File: config.mk
export PLATFORM = sky130hd
export DESIGN_NAME = index_check_engine
export DESIGN_NICKNAME = d
export VERILOG_FILES = /design/src/rtl/index_check_engine.sv
export SDC_FILE = /design/constraint.sdc
export NUM_CORES = 1
export LEC_CHECK = 0
export CORE_AREA = 2 2 200 202
export DETAILED_ROUTE_END_ITERATION = 6
export DIE_AREA = 0 0 202 204
export PLACE_DENSITY = 0.95
export RECOVER_POWER = 50
export SLEW_MARGIN = 20
export SYNTH_ARGS = -nofsm -noshare
export SYNTH_HDL_FRONTEND = slang
export SYNTH_SLANG_ARGS = --single-unit
File: constraint.sdc
create_clock -name clk -period 15 [get_ports clk]
set_input_delay 2.25 -clock clk [delete_from_list [all_inputs] [get_ports clk]]
set_output_delay 2.25 -clock clk [all_outputs]
set_load 0.03 [all_outputs]
File: src/rtl/index_check_engine.sv
// Index-record checker: fetches one DRAM record, evaluates date/risk formulas or
// applies a signed per-channel update with saturation, then writes the record back.
`timescale 1ns/1ps
module index_check_engine #(
  parameter int unsigned N_IDX     = 4,
  parameter int unsigned IDX_W     = 12,
  parameter logic [16:0] BASE_ADDR = 17'h10000,
  parameter int unsigned TH_B      = 800,
  localparam int unsigned REC_W    = N_IDX*IDX_W+16
) (
  input  logic                   clk,
  input  logic                   rst,
  input  logic                   in_valid,
  output logic                   in_ready,
  input  logic [1:0]             act,
  input  logic [2:0]             formula,
  input  logic [1:0]             mode,
  input  logic [7:0]             today_m,
  input  logic [7:0]             today_d,
  input  logic [7:0]             data_no,
  input  logic [N_IDX*IDX_W-1:0] idx,
  output logic                   ar_valid,
  input  logic                   ar_ready,
  output logic [16:0]            ar_addr,
  input  logic                   r_valid,
  output logic                   r_ready,
  input  logic [REC_W-1:0]       r_data,
  input  logic                   r_err,
  output logic                   aw_valid,
  input  logic                   aw_ready,
  output logic [16:0]            aw_addr,
  output logic                   w_valid,
  input  logic                   w_ready,
  output logic [REC_W-1:0]       w_data,
  input  logic                   b_valid,
  output logic                   b_ready,
  input  logic                   b_err,
  output logic                   out_valid,
  output logic [1:0]             warn_msg,
  output logic                   complete,
  output logic                   bus_err
);

  localparam int unsigned LOG_N = $clog2(N_IDX);
  localparam int unsigned RES_W = IDX_W + LOG_N;
  localparam logic [IDX_W-1:0] MID = {1'b0, {(IDX_W-1){1'b1}}};

  typedef enum logic [3:0] {
    S_IDLE, S_AR, S_R, S_CHK, S_RED, S_JUDGE, S_AW, S_W, S_B, S_DONE
  } state_e;
  typedef enum logic [1:0] {W_NO, W_DATE, W_RISK, W_DATA} warn_e;
  typedef enum logic [2:0] {F_A, F_B, F_C, F_D, F_E, F_H} formula_e;

  state_e   state_q, state_d;
  warn_e    warn_q;
  formula_e fsel_q;
  logic        upd_q, cvd_q, berr_q, bgot_q, clamp_q;
  logic [1:0]  shift_q;
  logic [7:0]  tm_q, td_q, rm_q, rd_q;
  logic [16:0] addr_q;
  logic [IDX_W-1:0] in_q   [N_IDX];
  logic [IDX_W-1:0] rec_q  [N_IDX];
  logic [IDX_W-1:0] dram_q [N_IDX];
  logic [IDX_W-1:0] diff_q [N_IDX];
  logic [IDX_W-1:0] new_q  [N_IDX];
  logic [N_IDX-1:0] ge_q, mid_q;
  logic [RES_W-1:0] result_q;

  logic             date_ok;
  logic [RES_W-1:0] red_res, sum_v, dsum_v, cmid_v, cge_v;
  logic [IDX_W-1:0] dmin_v, dfmax_v, dfmin_v;
  logic [IDX_W-1:0] upd_val [N_IDX];
  logic             upd_clamp;
  logic signed [IDX_W+1:0] nsum;
  logic [31:0]      thr;
  logic [REC_W-1:0] wrec;

  assign date_ok = (tm_q > rm_q) || ((tm_q == rm_q) && (td_q >= rd_q));

  always_ff @(posedge clk) begin
    if (rst) state_q <= S_IDLE;
    else     state_q <= state_d;
  end

  always_comb begin
    state_d = state_q;
    unique case (state_q)
      S_IDLE:  if (in_valid) state_d = S_AR;
      S_AR:    if (ar_ready) state_d = S_R;
      S_R:     if (r_valid) state_d = r_err ? S_DONE : S_CHK;
      S_CHK:   state_d = (cvd_q || (!upd_q && !date_ok)) ? S_DONE : S_RED;
      S_RED:   state_d = S_JUDGE;
      S_JUDGE: state_d = upd_q ? S_AW : S_DONE;
      S_AW:    if (aw_ready) state_d = S_W;
      S_W:     if (w_ready) state_d = S_B;
      S_B:     if (bgot_q || b_valid) state_d = S_DONE;
      S_DONE:  state_d = S_IDLE;
      default: state_d = S_IDLE;
    endcase
  end

  always_comb begin
    in_ready  = (state_q == S_IDLE);
    ar_valid  = (state_q == S_AR);
    r_ready   = (state_q == S_R);
    aw_valid  = (state_q == S_AW);
    w_valid   = (state_q == S_W);
    b_ready   = (state_q == S_W) || (state_q == S_B);
    ar_addr   = ar_valid ? addr_q : '0;
    aw_addr   = aw_valid ? addr_q : '0;
    w_data    = w_valid ? wrec : '0;
    out_valid = (state_q == S_DONE);
    warn_msg  = out_valid ? warn_q : W_NO;
    bus_err   = out_valid && berr_q;
    complete  = out_valid && (warn_q == W_NO) && !berr_q;
  end

  // Datapath registers: captured per state, no reset needed.
  always_ff @(posedge clk) begin
    unique case (state_q)
      S_IDLE: if (in_valid) begin
        upd_q   <= (act == 2'd1);
        cvd_q   <= (act == 2'd2);
        fsel_q  <= (formula > 3'd5) ? F_A : formula_e'(formula);
        shift_q <= (mode == 2'd1) ? 2'd1 : (mode == 2'd3) ? 2'd2 : 2'd0;
        tm_q    <= today_m;
        td_q    <= today_d;
        addr_q  <= BASE_ADDR + {6'b0, data_no, 3'b000};
        for (int unsigned i = 0; i < N_IDX; i++)
          in_q[i] <= idx[N_IDX*IDX_W-1-i*IDX_W -: IDX_W];
        warn_q  <= W_NO;
        berr_q  <= 1'b0;
        bgot_q  <= 1'b0;
      end
      S_R: if (r_valid) begin
        for (int unsigned i = 0; i < N_IDX; i++)
          rec_q[i] <= r_data[REC_W-1-i*IDX_W -: IDX_W];
        rm_q   <= r_data[15:8];
        rd_q   <= r_data[7:0];
        berr_q <= r_err;
      end
      S_CHK: begin
        for (int unsigned i = 0; i < N_IDX; i++) begin
          dram_q[i] <= rec_q[i];
          diff_q[i] <= (rec_q[i] >= in_q[i]) ? rec_q[i] - in_q[i] : in_q[i] - rec_q[i];
          ge_q[i]   <= (rec_q[i] >= in_q[i]);
          mid_q[i]  <= (rec_q[i] >= MID);
        end
        if (!upd_q && !date_ok) warn_q <= W_DATE;
      end
      S_RED: begin
        result_q <= red_res;
        new_q    <= upd_val;
        clamp_q  <= upd_clamp;
      end
      S_JUDGE: begin
        if (upd_q)                      warn_q <= clamp_q ? W_DATA : W_NO;
        else if (32'(result_q) >= thr)  warn_q <= W_RISK;
        else                            warn_q <= W_NO;
      end
      S_W, S_B: if (b_valid) begin
        bgot_q <= 1'b1;
        berr_q <= berr_q | b_err;
      end
      default: ;
    endcase
  end

  always_comb begin
    sum_v   = '0;
    dsum_v  = '0;
    cmid_v  = '0;
    cge_v   = '0;
    dmin_v  = dram_q[0];
    dfmax_v = diff_q[0];
    dfmin_v = diff_q[0];
    for (int unsigned i = 0; i < N_IDX; i++) begin
      sum_v  = sum_v + RES_W'(dram_q[i]);
      dsum_v = dsum_v + RES_W'(diff_q[i]);
      cmid_v = cmid_v + RES_W'(mid_q[i]);
      cge_v  = cge_v + RES_W'(ge_q[i]);
      if (dram_q[i] < dmin_v)  dmin_v  = dram_q[i];
      if (diff_q[i] > dfmax_v) dfmax_v = diff_q[i];
      if (diff_q[i] < dfmin_v) dfmin_v = diff_q[i];
    end
    unique case (fsel_q)
      F_B:     red_res = RES_W'(dfmax_v - dfmin_v);
      F_C:     red_res = RES_W'(dmin_v);
      F_D:     red_res = cmid_v;
      F_E:     red_res = cge_v;
      F_H:     red_res = dsum_v >> LOG_N;
      default: red_res = sum_v >> LOG_N;
    endcase
  end

  // Two guard bits: the unsigned+signed sum can exceed both ends of the index range.
  always_comb begin
    upd_clamp = 1'b0;
    nsum      = '0;
    for (int unsigned i = 0; i < N_IDX; i++) begin
      nsum = $signed({2'b00, dram_q[i]}) + $signed({{2{in_q[i][IDX_W-1]}}, in_q[i]});
      if (nsum[IDX_W+1]) begin
        upd_val[i] = '0;
        upd_clamp  = 1'b1;
      end else if (nsum[IDX_W]) begin
        upd_val[i] = '1;
        upd_clamp  = 1'b1;
      end else begin
        upd_val[i] = nsum[IDX_W-1:0];
      end
    end
  end

  always_comb begin
    unique case (fsel_q)
      F_B, F_H: thr = 32'(TH_B) >> shift_q;
      F_D, F_E: thr = (32'(N_IDX) > 32'(shift_q) + 32'd1) ?
                      32'(N_IDX) - 32'd1 - 32'(shift_q) : 32'd1;
      default:  thr = 32'(MID) >> shift_q;
    endcase
  end

  always_comb begin
    wrec = '0;
    for (int unsigned i = 0; i < N_IDX; i++)
      wrec[REC_W-1-i*IDX_W -: IDX_W] = new_q[i];
    wrec[15:0] = {tm_q, td_q};
  end

endmodule

# == Word level (Yosys, flattened, before mapping) ==
# Memories as Yosys holds them, arrays and structs flattened.
# Cells that the tools add are included.
# word_totals
mem_bits_rw,192
out_inout_bits,109
input_bits,153
reg_bits,135
n_memories,4
# op_classes
muxes,56
reduce_logical,27
magnitude_cmp,22
n_eq_ne,27
bitwise_logic,1
shift,2
add_sub_neg,28
# memory_table
memory,words,width,rd,rd_clocked_by_memory_dff,wr,line_no,text
diff_q,4,12,4,0,4,64,logic [IDX_W-1:0] diff_q [N_IDX];
dram_q,4,12,4,0,4,63,logic [IDX_W-1:0] dram_q [N_IDX];
in_q,4,12,4,0,4,61,logic [IDX_W-1:0] in_q [N_IDX];
rec_q,4,12,4,0,4,62,logic [IDX_W-1:0] rec_q [N_IDX];
# op_table
operator,count
12-bit two-way mux,17
12-bit subtractor,8
13-bit by 12-bit adder with 14-bit output,6
12-bit less-than comparator,6
14-bit one-hot mux with 5 select lines,1
64-bit two-way mux,1
32-bit one-hot mux with 2 select lines,1
12-bit by 11-bit >= comparator with 1-bit output (second input constant),4
12-bit >= comparator,4
12-bit > comparator,3
4-bit two-way mux,9
4-bit one-hot mux with 9 select lines,1
17-bit two-way mux,2
14-bit by 32-bit >= comparator with 1-bit output,1
32-bit two-way mux,1
10-bit by 2-bit >> shifter with 32-bit output (first input constant),1
11-bit by 2-bit >> shifter with 32-bit output (first input constant),1
14-bit by 12-bit adder with 14-bit output,2
12-bit by 12-bit adder with 13-bit output,2
17-bit by 11-bit adder with 17-bit output (first input constant),1
4-bit by 3-bit equality test with 1-bit output (second input constant),4
2-bit two-way mux,7
1-bit two-way mux,13
12-bit by 12-bit subtractor with 13-bit output,1
37 further kinds,66

# == Longest topological paths before layout ==
# An unclocked memory read counts as a cell.
# logic_depth
depth_word,9
depth_mapped,42
depth_no_buf,39

# == Worst setup path before layout ==
# No wires, ideal clock.
# synth_timing
path_kind,register -> register
startpoint,memory diff_q[1][5]
endpoint,register result_q[10] (data pin)
setup_ns,0.254
t_required_ns,14.746
stages_incl_launch_ff,41
arrival_ns,7.747
setup_slack_ns,6.999
period_less_slack_ns,8.001
path_cell_list,edfxtp_1 ha_1 a21oi_1 o21ai_1 nor2b_1 o31a_4 buf_2 buf_1 a21oi_1 ha_1 a21o_1 a21o_1 a21oi_1 nor2b_1 a311oi_1 o311a_1 a21o_1 buf_6 [5 not listed] a21oi_1 nor3_1 a2111oi_0 nor2_1 clkbuf_1 nand2_1 o21ai_1 fa_1 a21o_1 a21o_1 a21oi_1 inv_1 a2111oi_0 o41ai_1 xor2_1 mux2i_1 o22ai_1 a21o_1
# synth_rtl
element,line_no,text
start: declaration,64,
end signal: assignment,152,result_q <= red_res;
end: declaration,67,logic [RES_W-1:0] result_q;

==> reports/metrics.cfg <==
[sta]
fin_ws_ns = 5.88
hold_viol_final = 0
timing.final.max_slew_violations = 170
max_freq_mhz = 110
max_slew.worst_pin.slew_ns = 3.95
finalSetupTns_ns = 0
setup_viol = 0
fin_crit_ns = 9.12
rsz0062_at_grt = no
slew_headroom = -1.63
skew_ns = 0.0269
period_share = 0.608

[placed_design]
dp_hpwl_um = 55500
place.gp.congestion = 0.981
pre_cts_ws_ns = 6.06
io_buffers = 245
dp.cells = 3106

[synth]
ys.flop_type = edfxtp_1
synth_area_leaders = edfxtp_1, ha_1, fa_1, a21oi_1, inv_1
syn_avg_cell_area_um2 = 10.2
yosys.area.top_type_share = 0.385
synth_area_leader_cell = edfxtp_1
ys_seq_area_frac = 0.389
synth_common_cells = edfxtp_1, ha_1, inv_1, a21oi_1, o21ai_0
synth_warnings = 0
synth.distinct_cells = 80
synth.most_common_cell = edfxtp_1
syn_area_um2 = 24400
ys_ff_latch = 317
netlist_instances = 2390
synth_edf_count = 313
synthArstFlopShare = 0

[cells_and_area]
nets = 3133
fillers = 2507
register_area_um2 = 9480
instances_no_fill = 3175
multi_input_area_um2 = 13700
syn2layout_area_growth_pct = 17.2
drive_above_1_share = 0.0476

[clock_tree]
holdBufCountCts = 0
clk_pin_slew_ns = 0.06
cts_resized = 0
clock_latency_ns = 0.54
clk_path_buf_depth = 3
clkSinkCount = 317
cts_max_level = 2
cts_tree = done
post-cts-setup-buffer-count = 0
cts_buffers = 36
cts_root_buf = clkbuf_16

[worst_hold_path]
hold_path_depth = 0
hp-class = reg -> reg
min_to = dram_q[2][0]
hp-start = rec_q[2][0]

[detailed_routing]
drcViolationCount = 0
drtAntennaViolNets = 0
vias_per_cell = 6.43
wirelength_um = 74000
first_pass_iters = 6
vias = 20400
wire_per_inst_um = 23.3
drtIter0Drc = 2494

[critical_path]
cp_data_arrival_time_ns = 9.41
start_kind = flop
r2r_cells = 38
endpoint_kind = flop
slowest_delay_ns = 0.76
path_common_cell = a21o_1
rr_startpoint = diff_q[1][11]
path_class = reg -> reg
path_max_fanout = 23
required_ns = 15.29
reg2reg_slack_ns = 5.88
r2r_end = result_q[10]
slowest_stage = a2111oi_0

[global_routing]
grt_pass1_wl_um = 113000
grt_pass1_vias = 20400
grt_max_degree = 66
grt_antenna_before_repair = 6
overflow = 0
grt_usage = 0.353

[floorplanning]
start_util = 0.622
num_rows = 73
dieArea_um2 = 41200
die_w_um = 202
die_h_um = 204
core_area_um2 = 39200
boundaryPins = 262

[outcome]
status = complete, but fails checks
violations = capacitance limit, slew limit

[pwr]
power.leakage_nw = 12.1
power.density_nw_per_um2 = 180
vdd_ir_drop_max_uv = 102

[run]
cap_violations = 3

-- cell type report --
class	instances	share of cell area
clock buffers	38	0.0318
multi-input cells	1773	0.479
inverters	226	0.0297
well taps	525	0.0230
repair buffers	265	0.0907
flip-flops and latches	317	0.332
diodes	5	0.000438
clock inverters	26	0.0136
-- cells in the final DEF, fill, tap and decap left out, drive strengths merged, types with 8 or more instances in the layout --
cell type | synthesis | layout
or2 | 9 | 9
and2 | 81 | 81
xnor2 | 60 | 60
edfxtp | 313 | 313
buf | 30 | 17
ha | 298 | 298
and3 | 18 | 18
mux2i | 52 | 52
clkbuf | 59 | 41
o41ai | 8 | 8
mux2 | 24 | 24
conb | 1 | 16
inv | 226 | 227
o21a | 23 | 23
dlygate4sd3 | 0 | 141
clkdlybuf4s50 | 0 | 104
nand2 | 134 | 134
nor3 | 40 | 40
bufinv | 0 | 9
nand2b | 37 | 37
a21o | 74 | 74
xor2 | 55 | 55
o21bai | 20 | 20
or3 | 10 | 10
nand3 | 30 | 30
o22ai | 10 | 10
a31oi | 17 | 17
o21ai | 156 | 156
a211oi | 20 | 20
clkinv | 0 | 14
nor2 | 120 | 120
a21oi | 216 | 216
fa | 63 | 63
nand4 | 36 | 36
nor2b | 49 | 49
-- worst max-delay path: cells and delay by family, from the launching register on --
family	cells	cell delay [ns]
xor gates and xnor gates	1	0.20
and+or+nand+nor	8	1.49
adders and majority gates	5	1.53
muxes	3	0.81
buffers and inverters	2	0.11
AOI/OAI and AO/OA	19	4.26
DFF	1	0.47
-- cell families (layout without fill, tap and decap cells) --
group                    Yosys count  in the layout  synth area share
adder cells (fa/ha/maj)          361            361             0.205
buffers and inverters            315            555            0.0521
AND/OR/NAND/NOR                  583            583             0.121
XOR/XNOR                         115            115            0.0413
flip-flops                       317            317             0.389
multiplexers                      76             76            0.0341
other                              1             21          0.000154
AO/OA/AOI/OAI                    622            622             0.158
-- worst max-delay path by stage --
stage                       start           end  slack, ns  cells after the start
CTS                 diff_q[1][11]  result_q[10]       6.02                     38
global placement     diff_q[1][5]  result_q[10]       6.33                     37
floorplan            diff_q[1][5]  result_q[10]       7.00                     40
global route         diff_q[0][5]  result_q[10]       5.26                     39
detailed placement  diff_q[1][11]  result_q[10]       6.06                     38
finish              diff_q[1][11]  result_q[10]       5.88                     38
-- routing by layer --
layer,track usage,vias up,part of all wire
met5,0,-,0.00018
met4,0.173,2,0.053
met3,0.0824,335,0.10
met2,0.585,1347,0.47
met1,0.436,9691,0.37
li1,-,9049,-
-- registers in the layout (all words and copies together), names as in the netlist, 13 cells and up --
signal / cells
new_q: 48
in_q: 48
diff_q: 48
dram_q: 48
rec_q: 48
result_q: 13
-- power breakdown --
| part | total, mW | leakage [nW] | internal (mW) | switching, mW |
|---|---|---|---|---|
| registers | 1.39 | 2.90 | 1.22 | 0.174 |
| clock network | 0.981 | 0.632 | 0.599 | 0.382 |
| logic | 2.78 | 8.56 | 1.10 | 1.68 |
-- metrics by stage --
step	hold WS [ns]	cell area (um2)	util	total power, mW
after floorplan	0.456	24400	-	3.28
after global placement	0.498	27300	0.696	3.95
after detailed placement	0.514	27300	0.696	4.06
after CTS	0.528	28600	0.730	5.07
after global routing	0.545	28600	0.729	5.43
final	0.525	28600	0.729	5.16
(Power assumes the default switching activity.)
